File: config.mk
export PLATFORM = sky130hd
export DESIGN_NAME = uart_rx
export DESIGN_NICKNAME = d
export VERILOG_FILES = /design/src/rtl/uart_pkg.sv /design/src/rtl/sync_2ff.sv /design/src/rtl/uart_rx.sv
export SDC_FILE = /design/constraint.sdc
export NUM_CORES = 1
export LEC_CHECK = 0
export ABC_AREA = 1
export CAP_MARGIN = 10
export CORE_ASPECT_RATIO = 1.5
export CORE_MARGIN = 1.5
export CORE_UTILIZATION = 50
export DETAILED_ROUTE_END_ITERATION = 8
export GPL_ROUTABILITY_DRIVEN = 0
export GPL_TIMING_DRIVEN = 0
export MAX_ROUTING_LAYER = met4
export PLACE_DENSITY = 0.72
export SLEW_MARGIN = 10
export SYNTH_ARGS = -nofsm -noshare
export SYNTH_HDL_FRONTEND = slang
export SYNTH_SLANG_ARGS = --single-unit
File: constraint.sdc
create_clock -name clk -period 1.7 [get_ports clk]
set_clock_uncertainty 0.2 [all_clocks]
set_input_delay 0.17 -clock clk [delete_from_list [all_inputs] [get_ports clk]]
set_output_delay 0.17 -clock clk [all_outputs]
set_load 0.05 [all_outputs]
File: src/rtl/uart_pkg.sv
// Shared UART types and constants: RX/TX state encodings, data width and the
// parity convention used by both directions.
package uart_pkg;

    localparam int UART_DATA_BITS = 8;
    localparam int UART_IDX_W     = $clog2(UART_DATA_BITS);
    // 0 selects even parity: the parity bit makes the total count of ones even
    localparam logic UART_PARITY_ODD = 1'b0;

    typedef enum logic [2:0] {
        RX_IDLE,
        RX_START,
        RX_DATA,
        RX_PARITY,
        RX_STOP
    } rx_states_t;

    typedef enum logic [2:0] {
        TX_IDLE,
        TX_START,
        TX_DATA,
        TX_PARITY,
        TX_STOP
    } tx_states_t;

    function automatic logic parity_bit(input logic [UART_DATA_BITS-1:0] d);
        return (^d) ^ UART_PARITY_ODD;
    endfunction

endpackage

File: src/rtl/sync_2ff.sv
// Two-flop synchronizer for a single asynchronous bit; both stages reset to
// RST_VAL so an idle-high line looks idle straight out of reset.
module sync_2ff #(
    parameter logic RST_VAL = 1'b1
) (
    input  logic clk,
    input  logic rst,
    input  logic d,
    output logic q
);

    logic meta_q, meta_d;
    logic sync_q, sync_d;

    always_comb begin
        meta_d = d;
        sync_d = meta_q;
    end

    always_ff @(posedge clk or negedge rst) begin
        if (!rst) begin
            meta_q <= RST_VAL;
            sync_q <= RST_VAL;
        end else begin
            meta_q <= meta_d;
            sync_q <= sync_d;
        end
    end

    assign q = sync_q;

endmodule

File: src/rtl/uart_rx.sv
// UART receiver: 8 data bits LSB first, even parity, one stop bit, with a
// single-frame valid/ready output buffer and a sticky overrun flag.
module uart_rx
    import uart_pkg::*;
#(
    parameter int CLKS_PER_BIT = 16
) (
    input  logic       clk,
    input  logic       rst,
    input  logic       rx,
    output logic [7:0] data_out,
    output logic       valid,
    input  logic       ready,
    output logic       parity_err,
    output logic       frame_err,
    output logic       overrun,
    output logic       busy
);

    localparam int CNT_W = $clog2(CLKS_PER_BIT);
    localparam logic [CNT_W-1:0] HALF_LAST = CNT_W'(CLKS_PER_BIT / 2 - 1);
    localparam logic [CNT_W-1:0] BIT_LAST  = CNT_W'(CLKS_PER_BIT - 1);
    localparam logic [UART_IDX_W-1:0] IDX_LAST = UART_IDX_W'(UART_DATA_BITS - 1);

    logic rx_s;

    rx_states_t                state_q, state_d;
    logic [CNT_W-1:0]          cnt_q, cnt_d;
    logic [UART_IDX_W-1:0]     idx_q, idx_d;
    logic                      prev_q, prev_d;
    logic [UART_DATA_BITS-1:0] shift_q, shift_d;
    logic                      par_q, par_d;
    logic [UART_DATA_BITS-1:0] data_q, data_d;
    logic                      valid_q, valid_d;
    logic                      perr_q, perr_d;
    logic                      ferr_q, ferr_d;
    logic                      ovr_q, ovr_d;

    logic half_hit, bit_hit, deliver, xfer;

    sync_2ff #(.RST_VAL(1'b1)) u_sync (
        .clk (clk),
        .rst (rst),
        .d   (rx),
        .q   (rx_s)
    );

    assign half_hit = (cnt_q == HALF_LAST);
    assign bit_hit  = (cnt_q == BIT_LAST);
    assign xfer     = valid_q & ready;

    always_ff @(posedge clk or negedge rst) begin
        if (!rst) begin
            state_q <= RX_IDLE;
        end else begin
            state_q <= state_d;
        end
    end

    always_comb begin
        state_d = state_q;
        case (state_q)
            RX_IDLE:   if (prev_q && !rx_s) state_d = RX_START;
            RX_START:  if (half_hit) state_d = rx_s ? RX_IDLE : RX_DATA;
            RX_DATA:   if (bit_hit && idx_q == IDX_LAST) state_d = RX_PARITY;
            RX_PARITY: if (bit_hit) state_d = RX_STOP;
            RX_STOP:   if (bit_hit) state_d = RX_IDLE;
            default:   state_d = RX_IDLE;
        endcase
    end

    // Bit timing and shift register; the counter restarts at each sample point
    always_comb begin
        cnt_d   = cnt_q + 1'b1;
        idx_d   = idx_q;
        shift_d = shift_q;
        par_d   = par_q;
        prev_d  = rx_s;
        deliver = 1'b0;
        case (state_q)
            RX_IDLE:  cnt_d = '0;
            RX_START: if (half_hit) cnt_d = '0;
            RX_DATA: begin
                if (bit_hit) begin
                    cnt_d          = '0;
                    shift_d[idx_q] = rx_s;
                    idx_d          = idx_q + 1'b1;
                end
            end
            RX_PARITY: begin
                if (bit_hit) begin
                    cnt_d = '0;
                    par_d = rx_s;
                end
            end
            RX_STOP: begin
                if (bit_hit) begin
                    cnt_d   = '0;
                    deliver = 1'b1;
                end
            end
            default: cnt_d = '0;
        endcase
    end

    // A delivery is accepted when the buffer is empty or being emptied this edge
    always_comb begin
        valid_d = valid_q & ~xfer;
        data_d  = data_q;
        perr_d  = perr_q;
        ferr_d  = ferr_q;
        ovr_d   = ovr_q & ~xfer;
        if (deliver) begin
            if (!valid_q || xfer) begin
                data_d  = shift_q;
                perr_d  = parity_bit(shift_q) ^ par_q;
                ferr_d  = ~rx_s;
                valid_d = 1'b1;
            end else begin
                ovr_d = 1'b1;
            end
        end
    end

    always_ff @(posedge clk or negedge rst) begin
        if (!rst) begin
            cnt_q   <= '0;
            idx_q   <= '0;
            prev_q  <= 1'b1;
            shift_q <= '0;
            par_q   <= 1'b0;
            data_q  <= '0;
            valid_q <= 1'b0;
            perr_q  <= 1'b0;
            ferr_q  <= 1'b0;
            ovr_q   <= 1'b0;
        end else begin
            cnt_q   <= cnt_d;
            idx_q   <= idx_d;
            prev_q  <= prev_d;
            shift_q <= shift_d;
            par_q   <= par_d;
            data_q  <= data_d;
            valid_q <= valid_d;
            perr_q  <= perr_d;
            ferr_q  <= ferr_d;
            ovr_q   <= ovr_d;
        end
    end

    always_comb begin
        busy = (state_q != RX_IDLE);
    end

    assign data_out   = data_q;
    assign valid      = valid_q;
    assign parity_err = perr_q;
    assign frame_err  = ferr_q;
    assign overrun    = ovr_q;

endmodule

==> flow_summary_export.csv, run 1 <==
group,metric,value,unit
timing,finalSetupTns,0,ns
synthesis,yosysSeqAreaShare,52.9,%
setup_path,criticalPathCategory,"reg -> reg",
clock_network,clk_pin_slew,0.07,ns
clock_network,cts.sinks,34,
synthesis,yosysWarnings,0,
synthesis,ys_ff_latch,34,
die,dieArea,0.00359,sq mm
die,rows,25,
timing,fin_crit,1.68,ns
global_routing,first_global_vias,1251,
synthesis,syn-num-nets,196,
cells_and_area,final_cell_mix,"nand2_1 (52), dfrtp_1 (31), inv_1 (19)",
cells_and_area,final_util,67.6,%
timing,timing.final.crit_share,98.9,%
routing,drtAntennaViolNets,0,
clock_network,worstSkewPairLatency,0.29,ns
die,die_x,49.4,um
setup_path,critPathRequiredTime,1.68,ns
routing,vias,1331,
setup_path,cpPeakStageDelay,0.40,ns
setup_path,cp_cell_sequence,"ha_4 -> nand2_4 -> nor2_4 -> inv_2 -> nor2_4 -> nand2_4 -> buf_6 -> nand2_2 -> o21ai_2",
global_routing,grt_max_degree,35,
timing,maxSlewViolCount,0,
routing,drtIter0Drc,26,
hold_path,min_path_type,"in -> reg",
power,powerDensity,1000,mW/mm^2
routing,viasPerCell,5.02,
timing,finalHoldViolCount,0,
global_routing,track_usage,19.7,%
die,ioPinCount,17,
die,start_util,51.7,%
cells_and_area,final_nets,231,
placement,hpwlAfterDp,2090,um
power,power_leakage,1.09,nW
synthesis,synth_area,0.00162,sq mm
setup_path,end_kind,"flip-flop",
timing,rsz0062_at_grt,"yes",
clock_network,clock_path_buffers,2,
clock_network,cts_made_buffers,5,
setup_path,cp_max_fo,8,
synthesis,ys_types,21,
routing,routedWlPerCell,12.3,um
timing,max_freq,595,MHz
die,coreArea,0.00313,sq mm
synthesis,syn_inst,189,
power,vdd_drop_max,0.839,mV
cells_and_area,fillers,260,
cells_and_area,layout-drive-gt1-share,27.6,%
setup_path,cp-start-kind,"flip-flop",
routing,drt_first_pass_iters,4,
global_routing,antenna_found_initial,0,
clock_network,root_buffer,"clkbuf_8",
setup_path,cp_data_arrival_time,1.66,ns
cells_and_area,antenna_cells,0,
setup_path,path_buf_inv,2,
routing,routed.top_layer,"met4",
outcome,outcome,"finished clean",
timing,tightest_slew,0.751,ns
setup_path,path_delay_family,"simple AND/OR/NAND/NOR gates",
die,die_h,72.6,um
routing,met2WireLength,1830,um
routing,drt-total-wl,3260,um
clock_network,cts_tree,"yes",
placement,io_buffers,16,
routing,wl_met3,100,um
global_routing,grt_overflow,0,
power,power.total,2.12,mW
timing,setup_violations,0,
routing,drt-met1-wl,1260,um
timing,max-slew-margin-rel,50.0,%
global_routing,grt_pass1_wl,5150,um
clock_network,ctsHtreeMaxLevel,2,
setup_path,cpMaxStageDelayCell,"dfrtp_1",
run,drv_cap,0,
cells_and_area,syn2layout_area_growth,30.7,%
routing,drc_errors,0,
cells_and_area,final_common_cell,"nand2_1",
synthesis,avgSynthCellArea,8.55,sq um
-- state kept, by name, indices dropped and copies added, names as in the netlist, 3 cells and up --
name      count
cnt_q         4
shift_q       8
state_q       3
idx_q         3
data_out      8
-- final timing paths --
check	start	end	slack [ns]	depth (start not counted)
worst min register to register	u_sync.meta_q$_DFF_PN1_	u_sync.q$_DFF_PN1_	0.16	0
max in group asynchronous	rst	idx_q[1]$_DFFE_PN0P_	0.53	2
min in group asynchronous	rst	data_out[1]$_DFFE_PN0P_	0.29	2
worst max-delay path	cnt_q[1]$_DFF_PN0_	data_out[5]$_DFFE_PN0P_	0.02	9
worst min-delay path	rx	u_sync.meta_q$_DFF_PN1_	0.09	1
worst max register to register	cnt_q[1]$_DFF_PN0_	data_out[5]$_DFFE_PN0P_	0.02	9
-- layer usage --
metal  track usage, %  up-vias
li1                 -      656
met1             20.1      645
met2             34.7       23
met3             5.53        7
met4             9.57        0
met5                -        -
-- per-stage QoR --
| stage | instances | hold slack [ns] | area [sq um] | setup WS [ns] |
|---|---|---|---|---|
| CTS | 255 | 0.0814 | 1940 | -0.126 |
| finish | 265 | 0.0884 | 2110 | 0.0187 |
| detailed placement | 245 | 0.0788 | 1820 | -0.0770 |
| global placement | 245 | 0.146 | 1830 | -0.376 |
| floorplan | 189 | -0.326 | 1620 | 0.168 |
| global route | 265 | 0.0920 | 2110 | -0.0831 |
-- cells in the mapped netlist --
library cell / count / area (sq um)
o21ai_0: 4 / 20.0
o21ai_2: 7 / 61.3
clkinv_1: 1 / 3.75
ha_1: 3 / 37.5
o21ai_1: 10 / 50.1
inv_1: 19 / 71.3
nor3_1: 2 / 10.0
nand2_1: 64 / 240
nand3_2: 2 / 20.0
nand3_1: 8 / 40.0
nor2_1: 12 / 45.0
nand2_2: 2 / 12.5
buf_6: 1 / 11.3
xor2_1: 3 / 26.3
nor2_4: 4 / 45.0
nor2_2: 2 / 12.5
dfstp_2: 3 / 78.8
inv_2: 5 / 18.8
dfrtp_1: 31 / 776
nand2_4: 1 / 11.3
a21oi_1: 5 / 25.0
-- final cells by class --
| cell class | instances | area (sq um) | share of cell area (%) |
|---|---|---|---|
| plain buffers | 1 | 15.0 | 0.710 |
| clock inverters | 3 | 40.0 | 1.89 |
| clock buffers | 5 | 68.8 | 3.26 |
| inverters | 25 | 93.8 | 4.44 |
| multi-input cells | 129 | 734 | 34.8 |
| flip-flops and latches | 34 | 855 | 40.4 |
| well taps | 40 | 50.0 | 2.37 |
| repair buffers | 28 | 256 | 12.1 |
-- cell families (layout without fill, tap and decap cells) --
kind of cell	after synthesis	in the layout	share of synthesized area (%)
DFF	34	34	52.9
xor gates and xnor gates	3	3	1.63
buffers and inverters	26	62	6.50
adders and majority gates	3	3	2.32
AOI/OAI and AO/OA	26	26	9.67
and+or+nand+nor	97	97	27.0
-- report_power, final --
part	switching, mW	internal [mW]
clock network	0.296	0.431
registers	0.0640	0.866
logic	0.303	0.164
total	0.663	1.46
-- timing repair --
item | in CTS | in global routing
resized for setup | 15 | 25
hold buffers | 1 | 0
pin swaps | 0 | 9
endpoints found under the setup margin | 21 | 19
endpoints found under the hold margin | 31 | 0
buffers inserted | 1 | 9
cloned | 0 | 1
(Power assumes the default switching activity.)
==> run 2, diff against run 1 <==
CTS_CLUSTER_SIZE = 25   (was default)
==> results of run 2 <==
Same layout as run 1: the final DEF is identical, and so are final timing and power.
